File: src/rtl/ifetch_queue.sv
// Instruction fetch unit: drives a 1-cycle synchronous ROM and buffers fetched
// words in a DEPTH-entry prefetch FIFO with a valid/ready decode interface.
`timescale 1ns/1ps
module ifetch_queue #(
  parameter int              PC_W     = 32,
  parameter int              DEPTH    = 4,
  parameter logic [PC_W-1:0] RESET_PC = '0
) (
  input  logic            clk,
  input  logic            rst,
  output logic            mem_req,
  output logic [PC_W-3:0] mem_addr,
  input  logic [31:0]     mem_rdata,
  input  logic            redirect,
  input  logic [PC_W-1:0] redirect_pc,
  output logic            inst_valid,
  output logic [31:0]     inst,
  output logic [PC_W-1:0] inst_pc,
  input  logic            inst_ready
);
  localparam int AW = $clog2(DEPTH);
  localparam int CW = AW + 1;
  localparam logic [CW:0] DEPTH_V = (CW+1)'(DEPTH);

  typedef struct packed {
    logic [PC_W-1:0] pc;
    logic [31:0]     inst;
  } entry_t;

  entry_t [DEPTH-1:0] fifo_q, fifo_d;
  logic [PC_W-1:0]    fetch_pc_q, fetch_pc_d;
  logic [PC_W-1:0]    inflight_pc_q, inflight_pc_d;
  logic               inflight_q, inflight_d;
  logic               kill_q, kill_d;
  logic [CW-1:0]      count_q, count_d;
  logic [AW-1:0]      rd_ptr_q, rd_ptr_d, wr_ptr_q, wr_ptr_d;
  logic [CW:0]        occupancy;
  logic               issue, push, pop;

  // Credit counts the in-flight word so a response always has a free slot.
  assign occupancy  = {1'b0, count_q} + {{CW{1'b0}}, inflight_q};
  assign issue      = rst && !redirect && (occupancy < DEPTH_V);
  assign push       = inflight_q && !kill_q && !redirect;
  assign inst_valid = (count_q != '0);
  assign pop        = inst_valid && inst_ready;

  assign mem_req  = issue;
  assign mem_addr = fetch_pc_q[PC_W-1:2];
  assign inst     = inst_valid ? fifo_q[rd_ptr_q].inst : 32'h0;
  assign inst_pc  = inst_valid ? fifo_q[rd_ptr_q].pc : '0;

  always_comb begin
    fifo_d        = fifo_q;
    fetch_pc_d    = fetch_pc_q;
    inflight_pc_d = inflight_pc_q;
    inflight_d    = issue;
    kill_d        = redirect && issue;
    count_d       = count_q;
    rd_ptr_d      = rd_ptr_q;
    wr_ptr_d      = wr_ptr_q;

    if (issue) begin
      inflight_pc_d = fetch_pc_q;
      fetch_pc_d    = fetch_pc_q + PC_W'(4);
    end
    if (pop) begin
      rd_ptr_d = rd_ptr_q + AW'(1);
    end
    if (push) begin
      fifo_d[wr_ptr_q] = '{pc: inflight_pc_q, inst: mem_rdata};
      wr_ptr_d         = wr_ptr_q + AW'(1);
    end
    if (push && !pop) count_d = count_q + CW'(1);
    else if (pop && !push) count_d = count_q - CW'(1);

    // Flush after any same-cycle handshake; the pending response was already dropped via push.
    if (redirect) begin
      count_d    = '0;
      rd_ptr_d   = '0;
      wr_ptr_d   = '0;
      fetch_pc_d = {redirect_pc[PC_W-1:2], 2'b00};
    end
  end

  always_ff @(posedge clk or negedge rst) begin
    if (!rst) begin
      fifo_q        <= '0;
      fetch_pc_q    <= RESET_PC;
      inflight_pc_q <= '0;
      inflight_q    <= 1'b0;
      kill_q        <= 1'b0;
      count_q       <= '0;
      rd_ptr_q      <= '0;
      wr_ptr_q      <= '0;
    end else begin
      fifo_q        <= fifo_d;
      fetch_pc_q    <= fetch_pc_d;
      inflight_pc_q <= inflight_pc_d;
      inflight_q    <= inflight_d;
      kill_q        <= kill_d;
      count_q       <= count_d;
      rd_ptr_q      <= rd_ptr_d;
      wr_ptr_q      <= wr_ptr_d;
    end
  end
endmodule
File: config.mk
export PLATFORM = sky130hd
export DESIGN_NAME = ifetch_queue
export DESIGN_NICKNAME = d
export VERILOG_FILES = /design/src/rtl/ifetch_queue.sv
export SDC_FILE = /design/constraint.sdc
export NUM_CORES = 1
export LEC_CHECK = 0
export BUFFER_PORTS_ARGS = -buffer_cell sky130_fd_sc_hd__buf_4
export CORE_MARGIN = 2
export CORE_UTILIZATION = 37
export CTS_BUF_LIST = sky130_fd_sc_hd__clkbuf_16
export DETAILED_ROUTE_END_ITERATION = 7
export SLEW_MARGIN = 30
export SYNTH_ARGS = -nofsm -noshare
export SYNTH_HDL_FRONTEND = slang
export SYNTH_SLANG_ARGS = --single-unit
File: constraint.sdc
create_clock -name clk -period 5.21 [get_ports clk]
set_input_delay 0.7815 -clock clk [delete_from_list [all_inputs] [get_ports clk]]
set_output_delay 0.7815 -clock clk [all_outputs]
set_load 0.02 [all_outputs]
==> PnR_summary.wiki <==
{| class="wikitable"
! Metric !! Value
|-
| Result of the run || complete, no violations
|-
| Startpoint class of the critical path || register
|-
| Post-route fraction of the period consumed by the critical path || 0.6803
|-
| Number of nets in the finished design || 1276
|-
| Residual overflow from global routing || 0
|-
| Post-Route WL || 33990 um
|-
| EDFF count, synth || 0
|-
| Clk pin slew, worst setup/hold paths || 0.06 ns
|-
| Synthesis-to-layout area growth || 19.53%
|-
| Fraction of final layout cells sized beyond drive strength 1 || 0.4504
|-
| Worst vdd ir || 290.2 uV
|-
| Post-route ant nets || 0
|-
| Final hold violations || 0
|-
| Fraction of registers with async set/reset || 1.000
|-
| Count of pins over their slew limit || 0
|-
| Highest Signal Layer || met4
|-
| Number of clock sinks || 317
|-
| Setup slack after placement || 1.703 ns
|-
| Post-synthesis share of cell area spent on full adders, half adders and majority gates || 0.005667
|-
| ANT cells || 0
|-
| Post-synthesis share of cell area spent on xor and xnor gates || 0.004809
|-
| Worst reg2reg path startpoint || kill_q
|-
| Number of instances in the synthesized netlist || 1056
|-
| Utilization after layout || 0.4496
|-
| Setup repair after global routing missed its margin || no
|-
| Number of warning messages in the yosys log || 0
|-
| Total DRC errors in the routed layout || 0
|-
| Post-synthesis cell type count || 54
|-
| Critical path startpoint || rd_ptr_q[0]
|-
| Later-pin clock latency in the skew report || 0.52 ns
|-
| Dominant synthesized flop cell || sky130_fd_sc_hd__dfrtp_1
|-
| DR WL met3 || 1844 um
|-
| Hold Buf Count CTS || 0
|-
| Crit path cell chain || buf_12 -> mux4_2 -> and2_1 -> buf_4
|-
| # Post-CTS Setup Buffers || 0
|-
| CTS root buf || sky130_fd_sc_hd__clkbuf_16
|-
| Area fraction in and, or, nand and nor cells after synthesis || 0.09566
|-
| Post-route worst setup slack || 1.665 ns
|-
| P per Cell Area || 503.1 nW/um2
|-
| Multiplexer share of the synthesized area || 0.2882
|-
| Top cell type's share of synthesized area || 0.5444
|-
| Data required time at the worst endpoint || 4.43 ns
|-
| Mean post-synth cell area || 13.80 um2
|-
| Met1 wire length || 16220 um
|-
| Horiz. Die Dim || 202.5 um
|-
| Final worst clock skew || 0.01956 ns
|-
| Number of setup violations in the final report || 0
|-
| Inserted Clock Buffers || 37
|-
| Wire length per cell || 19.44 um
|-
| Detail Route met2 WL || 15300 um
|-
| I/O pins || 164
|-
| Compound-gate portion of the synthesized area || 0.03014
|-
| Critical-path top delay cell || sky130_fd_sc_hd__dfrtp_4
|-
| Class of the most critical hold timing path || input pin to asynchronous set/reset pin
|-
| Quantity of gates resized following cts || 0
|-
| Largest net degree at the start of global routing || 101
|-
| Transition at the pin with the smallest max-transition slack || 0.8237 ns
|-
| Vias in the first global route || 9466
|-
| Wire length of the first global-routing pass || 54990 um
|-
| Core Area || 38740 um2
|-
| Most area-consuming cells after synthesis || sky130_fd_sc_hd__dfrtp_1 (54%), sky130_fd_sc_hd__mux2_2 (19%), sky130_fd_sc_hd__mux4_2 (9.6%), sky130_fd_sc_hd__and2_1 (3.0%), sky130_fd_sc_hd__nand2_1 (3.0%)
|-
| Leak Pwr || 0.008149 uW
|-
| Pre-antenna DRT Iters || 4
|-
| Number of vias after detailed routing || 9007
|-
| Largest area contributor in the netlist || sky130_fd_sc_hd__dfrtp_1
|-
| Combinational family with the most area after synthesis || multiplexers
|-
| Timing-limited maximum frequency || 0.2821 GHz
|-
| Port buffer count || 159
|-
| Rows || 72
|-
| Post-synth design cell area || 14570 um2
|-
| Total placed cells including tap cells || 1681
|-
| Starting density of the core || 0.3762
|-
| Buffer depth of the longest clock path || 3
|-
| CP Max Fanout || 34
|-
| GR Util All Layers || 0.1699
|-
| Overall power || 8764 uW
|-
| Total die area || 40990 um2
|-
| DRT iter0 DRCs || 485
|-
| #FFs+latches synth || 317
|-
| Final Wtd Congestion || 0.7861
|-
| CTS tree || done
|-
| Number of filler cells placed in the layout || 3545
|-
| Via-to-Cell Ratio || 5.153
|-
| Critical Path End Type || output pin
|-
| Category of the most critical setup path || register to output pin
|-
| Maxcap violations || 0
|-
| Minimum clock period || 3.545 ns
|-
| Sum of negative setup slack || 0 ns
|-
| Area occupied by registers || 7940 um2
|-
| Multi-input gate area || 6207 um2
|-
| Placed wire-length estimate || 20600 um
|-
| H-tree depth || 2
|-
| Seq/Total Area, Yosys || 0.5444
|-
| Filler-free cell count of the finished design || 1748
|-
| Initial antenna violation count || 0
|-
| Normalized max-slew margin || 0.4497
|-
| Die Y-Extent || 202.5 um
|-
| Crit-path max cell delay || 0.92 ns
|-
| Data arrival time at the worst-slack endpoint || 2.76 ns
|}
## stage by stage
step	cell area [um2]	hold WS, ns
after global placement	16170	0.4836
after floorplan	14580	0.4751
after global routing	17420	0.1753
final	17420	0.1604
after CTS	17420	0.1607
after detailed placement	16230	0.4901
## layer usage
metal,vias up,GRT usage
li1,4102,-
met1,4639,0.2472
met2,218,0.2626
met3,48,0.03355
met4,0,0.04093
met5,-,0
## cells in the mapped netlist, types with 2 or more instances
master                     count
sky130_fd_sc_hd__and3_1        4
sky130_fd_sc_hd__ha_1          5
sky130_fd_sc_hd__nor4_4        2
sky130_fd_sc_hd__a31oi_1       4
sky130_fd_sc_hd__a41oi_1       2
sky130_fd_sc_hd__clkbuf_1     25
sky130_fd_sc_hd__nor2_1       23
sky130_fd_sc_hd__buf_4        26
sky130_fd_sc_hd__buf_1         4
sky130_fd_sc_hd__nand3_1      23
sky130_fd_sc_hd__buf_2        12
sky130_fd_sc_hd__and2_1       69
sky130_fd_sc_hd__xor2_1        4
sky130_fd_sc_hd__or3_1         3
sky130_fd_sc_hd__a22oi_1       3
sky130_fd_sc_hd__a221o_1       6
sky130_fd_sc_hd__inv_1         7
sky130_fd_sc_hd__dfrtp_1     317
sky130_fd_sc_hd__nand3b_1      2
sky130_fd_sc_hd__nand4_4       2
sky130_fd_sc_hd__mux2_2      248
sky130_fd_sc_hd__a21oi_1       6
sky130_fd_sc_hd__o311ai_0      8
sky130_fd_sc_hd__nand4_1       7
sky130_fd_sc_hd__clkbuf_8      2
sky130_fd_sc_hd__nand3_2       2
sky130_fd_sc_hd__o211ai_1      6
sky130_fd_sc_hd__nand2_1     115
sky130_fd_sc_hd__nor3_1        6
sky130_fd_sc_hd__xnor2_1       4
sky130_fd_sc_hd__mux4_2       62
sky130_fd_sc_hd__nor3b_1       2
sky130_fd_sc_hd__o21ai_0      24
## cell families after synthesis
group | count (synthesis)
XOR/XNOR | 8
buffers and inverters | 79
adder cells (fa/ha/maj) | 6
flip-flops | 317
multiplexers | 311
AO/OA/AOI/OAI | 65
AND/OR/NAND/NOR | 269
other | 1
## layout make-up
class,count,share of cell area
Tap cell,518,0.03721
Sequential cell,317,0.4559
Timing Repair Buffer,175,0.07938
Multi-Input combinational cell,662,0.3564
Clock buffer,38,0.05459
Clock inverter,29,0.01386
Inverter,9,0.002730
## path summary, 6_finish.rpt
kind | slack [ns] | to | depth (start not counted)
min | 0.16 | fifo_q[8] | 1
max | 1.67 | inst_pc[14] | 4
min reg2reg | 0.50 | fifo_q[146] | 1
max in group asynchronous | 3.73 | fifo_q[226] | 3
min in group clk | 0.48 | fetch_pc_q[2] | 3
max reg2reg | 2.49 | fifo_q[42] | 4
## registers in the layout, summed over array words and instances (netlist names)
signal	count
inflight_pc_q	30
count_q	3
inflight_q	1
rd_ptr_q	2
wr_ptr_q	2
fifo_q	248
kill_q	1
fetch_pc_q	30
## placed cells by master (no fill, tap or decap), types with 7 or more instances in the layout
cell / instances
sky130_fd_sc_hd__inv_1: 14
sky130_fd_sc_hd__mux2_2: 248
sky130_fd_sc_hd__nor2_1: 23
sky130_fd_sc_hd__clkbuf_16: 38
sky130_fd_sc_hd__mux4_2: 62
sky130_fd_sc_hd__dfrtp_1: 315
sky130_fd_sc_hd__nand3_1: 23
sky130_fd_sc_hd__buf_4: 169
sky130_fd_sc_hd__nand4_1: 7
sky130_fd_sc_hd__o21ai_0: 24
sky130_fd_sc_hd__o311ai_0: 8
sky130_fd_sc_hd__and2_1: 65
sky130_fd_sc_hd__clkinv_1: 10
sky130_fd_sc_hd__nand2_1: 115
## power breakdown
| group | leakage, uW | total (uW) | internal, uW | switching [uW] |
|---|---|---|---|---|
| Clock | 0.000607 | 2530 | 1520 | 1010 |
| Combinational | 0.00335 | 2790 | 1440 | 1350 |
| Sequential | 0.00419 | 3440 | 2960 | 481 |
| Total | 0.00815 | 8760 | 5920 | 2850 |
## worst max-delay path, delay by kind of cell, from the launching register on
family / cells / cell delay, ns
buffers and inverters: 2 / 0.53
flip-flops: 1 / 0.92
multiplexers: 1 / 0.54
AND/OR/NAND/NOR: 1 / 0.21
No activity file was read; power rests on OpenSTA's default activity.
